`config.mk`:
```
export PLATFORM = sky130hd
export DESIGN_NAME = carpma_denetleyici
export DESIGN_NICKNAME = d
export VERILOG_FILES = /design/src/rtl/carpma_denetleyici.sv
export SDC_FILE = /design/constraint.sdc
export NUM_CORES = 1
export LEC_CHECK = 0
export ABC_CLOCK_PERIOD_IN_PS = 4500
export CAP_MARGIN = 15
export CORE_MARGIN = 2
export CORE_UTILIZATION = 30
export DETAILED_ROUTE_END_ITERATION = 16
export HOLD_SLACK_MARGIN = 0.15
export SYNTH_ARGS = -nofsm -noshare
export SYNTH_HDL_FRONTEND = slang
export SYNTH_SLANG_ARGS = --single-unit
```
`constraint.sdc`:
```
create_clock -name clk_i -period 4.5 [get_ports clk_i]
set_clock_uncertainty 0.15 [all_clocks]
set_input_delay 0.9 -clock clk_i [delete_from_list [all_inputs] [get_ports clk_i]]
set_output_delay 0.9 -clock clk_i [all_outputs]
set_load 0.01 [all_outputs]
```
`src/rtl/carpma_denetleyici.sv`:
```
// carpma_denetleyici
//   Issue/retire controller for the 3-stage 32x32 multiplier used by
//   RV32M MUL/MULH/MULHSU/MULHU. Operands are taken from execute through
//   a valid/ready handshake and forwarded to the multiplier, which cannot
//   stall. A shadow pipeline tracks every issued op. When an op leaves the
//   shadow pipeline, the selected half of the product is written into a
//   result FIFO. Writeback drains the FIFO through a valid/ready handshake.
//
// Ports
//   clk_i, rst_i           clock, asynchronous active-high reset
//   islem_gecerli_i/hazir_o upstream handshake
//   islec0_i, islec1_i     rs1 / rs2 operands
//   islem_kodu_i           00 MUL, 01 MULH, 10 MULHSU, 11 MULHU
//   etiket_i               destination tag carried with the op
//   temizle_i              flush of all accepted, unretired ops
//   carpici_*_o            operands, signedness and valid to the multiplier
//   carpim_i, carpim_gecerli_i  product and valid from the multiplier
//   sonuc_gecerli_o/hazir_i writeback handshake
//   sonuc_o, sonuc_etiket_o FIFO head word and its tag
//   hata_o                 sticky: multiplier valid disagreed with shadow pipe
module carpma_denetleyici #(
  parameter int CARPICI_GECIKME = 3,
  parameter int FIFO_DERINLIK   = 8,
  parameter int ETIKET_GENISLIK = 5
) (
  input  logic                       clk_i,
  input  logic                       rst_i,
  input  logic                       islem_gecerli_i,
  output logic                       islem_hazir_o,
  input  logic [31:0]                islec0_i,
  input  logic [31:0]                islec1_i,
  input  logic [1:0]                 islem_kodu_i,
  input  logic [ETIKET_GENISLIK-1:0] etiket_i,
  input  logic                       temizle_i,
  output logic [31:0]                carpici_islec0_o,
  output logic [31:0]                carpici_islec1_o,
  output logic                       carpici_isaret0_o,
  output logic                       carpici_isaret1_o,
  output logic                       carpici_gecerli_o,
  input  logic [63:0]                carpim_i,
  input  logic                       carpim_gecerli_i,
  output logic                       sonuc_gecerli_o,
  input  logic                       sonuc_hazir_i,
  output logic [31:0]                sonuc_o,
  output logic [ETIKET_GENISLIK-1:0] sonuc_etiket_o,
  output logic                       hata_o
);

  localparam int SAYAC_W   = $clog2(FIFO_DERINLIK + 1);
  localparam int PTR_W     = (FIFO_DERINLIK > 1) ? $clog2(FIFO_DERINLIK) : 1;
  localparam int PENCERE_W = $clog2(CARPICI_GECIKME + 1);
  localparam int SON       = CARPICI_GECIKME - 1;

  logic [SAYAC_W-1:0] ucusta, doluluk;
  logic [SAYAC_W:0]   toplam;
  logic               kabul, yaz, oku;

  // Credit uses registered counts only, so ready never depends on sonuc_hazir_i.
  assign toplam        = {1'b0, ucusta} + {1'b0, doluluk};
  assign islem_hazir_o = (toplam < (SAYAC_W + 1)'(FIFO_DERINLIK));
  assign kabul         = islem_gecerli_i && islem_hazir_o && !temizle_i;

  assign carpici_islec0_o  = islec0_i;
  assign carpici_islec1_o  = islec1_i;
  assign carpici_isaret0_o = (islem_kodu_i == 2'b01) || (islem_kodu_i == 2'b10);
  assign carpici_isaret1_o = (islem_kodu_i == 2'b01);
  assign carpici_gecerli_o = kabul;

  // golge_gecerli is killed by flush; golge_carpici mirrors what the
  // multiplier really has in flight and is never killed, so the hata_o
  // comparison stays exact across flushes.
  logic [CARPICI_GECIKME-1:0] golge_gecerli, golge_ust, golge_carpici;
  logic [ETIKET_GENISLIK-1:0] golge_etiket [CARPICI_GECIKME];

  always_ff @(posedge clk_i or posedge rst_i) begin
    if (rst_i) begin
      golge_gecerli <= '0;
      golge_ust     <= '0;
      golge_carpici <= '0;
      for (int i = 0; i < CARPICI_GECIKME; i++) golge_etiket[i] <= '0;
    end else begin
      golge_gecerli[0] <= kabul;
      golge_carpici[0] <= kabul;
      golge_ust[0]     <= (islem_kodu_i != 2'b00);
      golge_etiket[0]  <= etiket_i;
      for (int i = 1; i < CARPICI_GECIKME; i++) begin
        golge_gecerli[i] <= temizle_i ? 1'b0 : golge_gecerli[i-1];
        golge_carpici[i] <= golge_carpici[i-1];
        golge_ust[i]     <= golge_ust[i-1];
        golge_etiket[i]  <= golge_etiket[i-1];
      end
    end
  end

  assign yaz = golge_gecerli[SON] && !temizle_i;
  assign oku = sonuc_gecerli_o && sonuc_hazir_i && !temizle_i;

  logic [31:0]                fifo_veri   [FIFO_DERINLIK];
  logic [ETIKET_GENISLIK-1:0] fifo_etiket [FIFO_DERINLIK];
  logic [PTR_W-1:0]           yaz_ptr, oku_ptr;
  logic [31:0]                secilen;

  assign secilen = golge_ust[SON] ? carpim_i[63:32] : carpim_i[31:0];

  function automatic logic [PTR_W-1:0] ptr_art(input logic [PTR_W-1:0] p);
    return (p == PTR_W'(FIFO_DERINLIK - 1)) ? '0 : p + PTR_W'(1);
  endfunction

  always_ff @(posedge clk_i or posedge rst_i) begin
    if (rst_i) begin
      ucusta  <= '0;
      doluluk <= '0;
      yaz_ptr <= '0;
      oku_ptr <= '0;
    end else if (temizle_i) begin
      ucusta  <= '0;
      doluluk <= '0;
      yaz_ptr <= '0;
      oku_ptr <= '0;
    end else begin
      ucusta  <= ucusta + SAYAC_W'(kabul) - SAYAC_W'(golge_gecerli[SON]);
      doluluk <= doluluk + SAYAC_W'(yaz) - SAYAC_W'(oku);
      if (yaz) yaz_ptr <= ptr_art(yaz_ptr);
      if (oku) oku_ptr <= ptr_art(oku_ptr);
    end
  end

  // Storage needs no reset: entries are only visible while doluluk != 0.
  always_ff @(posedge clk_i) begin
    if (yaz) begin
      fifo_veri[yaz_ptr]   <= secilen;
      fifo_etiket[yaz_ptr] <= golge_etiket[SON];
    end
  end

  assign sonuc_gecerli_o = (doluluk != '0);
  assign sonuc_o         = sonuc_gecerli_o ? fifo_veri[oku_ptr] : '0;
  assign sonuc_etiket_o  = sonuc_gecerli_o ? fifo_etiket[oku_ptr] : '0;

  // The multiplier has no reset; products of ops issued before reset can
  // still emerge during the first CARPICI_GECIKME cycles, so the check
  // stays disabled until the shadow pipe has refilled.
  logic [PENCERE_W-1:0] pencere;
  logic                 pencere_acik;

  assign pencere_acik = (pencere == PENCERE_W'(CARPICI_GECIKME));

  always_ff @(posedge clk_i or posedge rst_i) begin
    if (rst_i) begin
      pencere <= '0;
      hata_o  <= 1'b0;
    end else begin
      if (!pencere_acik) pencere <= pencere + PENCERE_W'(1);
      if (pencere_acik && (carpim_gecerli_i != golge_carpici[SON])) hata_o <= 1'b1;
    end
  end

endmodule

```
==> results.md <==
* Status: finished, final reports clean
* Post-CTS sizing at 0
* Die area at 0.0472 mm2
* Worst Max-Slew Pin Slew at 1110 ps
* Area Growth Syn to Fin at 20.4%
* Power density over the cells at 495 mW/mm2
* # nets final at 918
* Warnings from Yosys at 0
* Sink Count at 336
* Fin util at a little over a third
* Via count at 6395
* Drt first pass iters at 4
* Switching share of power at 24.5%
* CTS Buf Count at 38
* Largest family of logic cells by synthesized area: multiplexers
* Largest cells by area after synthesis: edfxtp_1, mux4_2, dfrtp_1, buf_4, a22o_1
* Top cells by count, synth: edfxtp_1, mux4_2, buf_4, dfrtp_1, a22o_1
* DR WL/cell at just over 20 um
* Syn Nets at 835
* Final WL at 28.0 mm
* Chip Height at 217 um
* Share of layout cells above drive strength 1 at 23.3%
* Clk root buf: clkbuf_16
* Worst path required time at 3450 ps
* Hold-fix buffers, CTS at 0
* Mapped Area at approximately 0.014 mm2
* Skew-Pair Late Insertion Delay at 520 ps
* Port Buffer Count at 119
* #FFs+latches synth at 336
* CTS tree: built
* Avg Synthesized Cell Area at 20.3 um2
* Gr usage total at 11.9%
* Comb pwr share at about 20%
* # setup viols final at 0
* Period minus WS final at 4180 ps
* Seq/Total Area, Yosys at 72.5%
* Vias per inst at 4.62
* Placed cells at about 1300
* Clk buf depth at 3
* Pint at ~0.0061 W
* Htree depth at 2
* Final hold violation count at 0
* Clk slew on worst S/H paths at 50 ps
* CP startpoint kind: register
* Slew headroom at around 26%
* Sw power at 0.00199 W
* GP Congestion at 0.662
* Post-Syn Instances at 673
* Initial Util at a little under a third
* Design Area, Final at 0.0164 mm2
* Post-CTS Setup Bufs at 0
* CP max FO at 25
* First-pass GRT wire length at 41.6 mm
* Area leader, netlist: edfxtp_1
* Fin cells at between 1000 and 1500
* Largest net degree at the start of global routing at 73
* Maximum vdd drop at between 0.0002 and 0.00025 V
* Core area at 0.0452 mm2
* CP endpoint kind: output pin
* Antenna-violating nets left at 0
* Post-synth EDFFs at 296
* Ys async rst share at 11.9%
* Pins Over Slew Limit at 0
* Setup Crit Path Kind: register to output pin
* Std-Cell Rows at 78
* Most common cell in the synthesized netlist: edfxtp_1
* Number of global-route vias before repair at 6705
* Io pins at 248
* # Max-Cap Violations at 0
* Fraction of the mapped netlist area in simple logic gates at 1.50%
* Sequential share of power at 44.4%
* Worst EP arrival at 3130 ps
* Total grt overflow at 0
* Synth Area in Adders at 2.04%
* Synth Area in Compound Gates at 3.09%
* # diodes at 0
* DRT iter0 DRCs at 342
* DRC errors left at 0
* Worst hold path type: register to register
* Reg-to-reg slack, setup at 1620 ps
* Lkg Pwr at 5.36 nW
* Detail Placement HPWL at 16.4 mm
* DP Area at 0.0152 mm2
* DIE WIDTH at 217 um
* Final worst-path cycle share at 93.0%
* F_max at 0.239 GHz
* XOR/XNOR Fraction of Synth Area at less than 1%
* Mux cell area share after synthesis at between 10% and 20%
* Synth Flop Type: edfxtp_1
* RSZ-0062 raised after global routing: false
* Synth cell types at 37
* Yosys top cell area share at 65.1%
* Clock network power share at a little over a third
* Fin Setup TNS at 0 ps
* Initial antenna violation count at 0
critical path: stages, from the launching register on:
cell and delay [ps]:
dfrtp_1 350, inv_1 60, ha_1 200, nor3b_4 180, inv_2 80, and2_2 610, buf_4 350, a22o_1 220
clkdlybuf4s50_1 550
path summary, 6_finish.rpt:
path | from | to | cells after the start
worst max-delay path | doluluk[2] | sonuc_o[4] | 8
worst min-delay path | golge_ust[0] | golge_ust[1] | 0
worst max register to register | doluluk[1] | ucusta[1] | 7
worst min register to register | golge_ust[0] | golge_ust[1] | 0
max in group asynchronous | rst_i | oku_ptr[0] | 3
min in group asynchronous | rst_i | golge_etiket[14] | 2
cell type report:
cell class	count	area, um2
inverter	16	60.1
timing repair buffer	138	1430
clock inverter	19	169
multi-input combinational	226	3100
fill	4167	28800
tap	600	751
sequential	336	9900
clock buffer	50	1020
routing by layer:
layer / global-route usage (%) / wire, um
met5: 0 / 0
met4: 4.11 / 645
met3: 3.41 / 1800
met2: 19.0 / 13200
met1: 15.7 / 12400
cells by family (layout without fill, tap and decap cells):
logic type | after synthesis | after routing
adders and majority gates | 21 | 21
DFF | 336 | 336
buffers and inverters | 111 | 223
xor gates and xnor gates | 5 | 5
AOI/OAI and AO/OA | 52 | 52
muxes | 111 | 111
and+or+nand+nor | 37 | 37
power groups by stage:
| stage | Combinational, W | Sequential [W] | Clock, W |
|---|---|---|---|
| 2_1_floorplan | 0.00110 | 0.00355 | 0 |
| 3_5_place_dp | 0.00162 | 0.00369 | 0 |
| 3_3_place_gp | 0.00162 | 0.00368 | 0 |
| 6_report | 0.00159 | 0.00361 | 0.00293 |
| 5_1_grt | 0.00173 | 0.00364 | 0.00315 |
| 4_1_cts | 0.00163 | 0.00362 | 0.00302 |
sequential cells by signal, summed over array words and instances, names as in the netlist:
signal / flops
fifo_veri: 256
fifo_etiket: 40
golge_etiket: 15
doluluk: 4
ucusta: 4
golge_carpici: 3
golge_ust: 3
oku_ptr: 3
yaz_ptr: 3
golge_gecerli: 2
pencere: 2
hata_o: 1
per-stage QoR:
| stage | power (W) | setup WS, ps | hold WS, ps |
|---|---|---|---|
| floorplan | 0.00465 | 19.6 | 181 |
| global placement | 0.00530 | 802 | 183 |
| detailed placement | 0.00531 | 813 | 185 |
| CTS | 0.00828 | 234 | 197 |
| global route | 0.00852 | 111 | 202 |
| finish | 0.00814 | 317 | 194 |
placed cells by master, fill, tap and decap left out, types with 5 or more instances in the layout:
master / instances
mux4_2: 74
dfrtp_1: 37
clkdlybuf4s50_1: 119
edfxtp_1: 296
buf_4: 11
mux2_1: 13
nor2b_1: 7
clkbuf_16: 39
clkinv_1: 7
a21oi_1: 5
nor2_1: 7
clkinv_2: 8
a22o_1: 37
mux2_2: 21
buf_12: 8
inv_1: 14
clkbuf_1: 11
ha_1: 19
nor2_4: 7
Note: power is estimated with default switching activity, not from simulation.
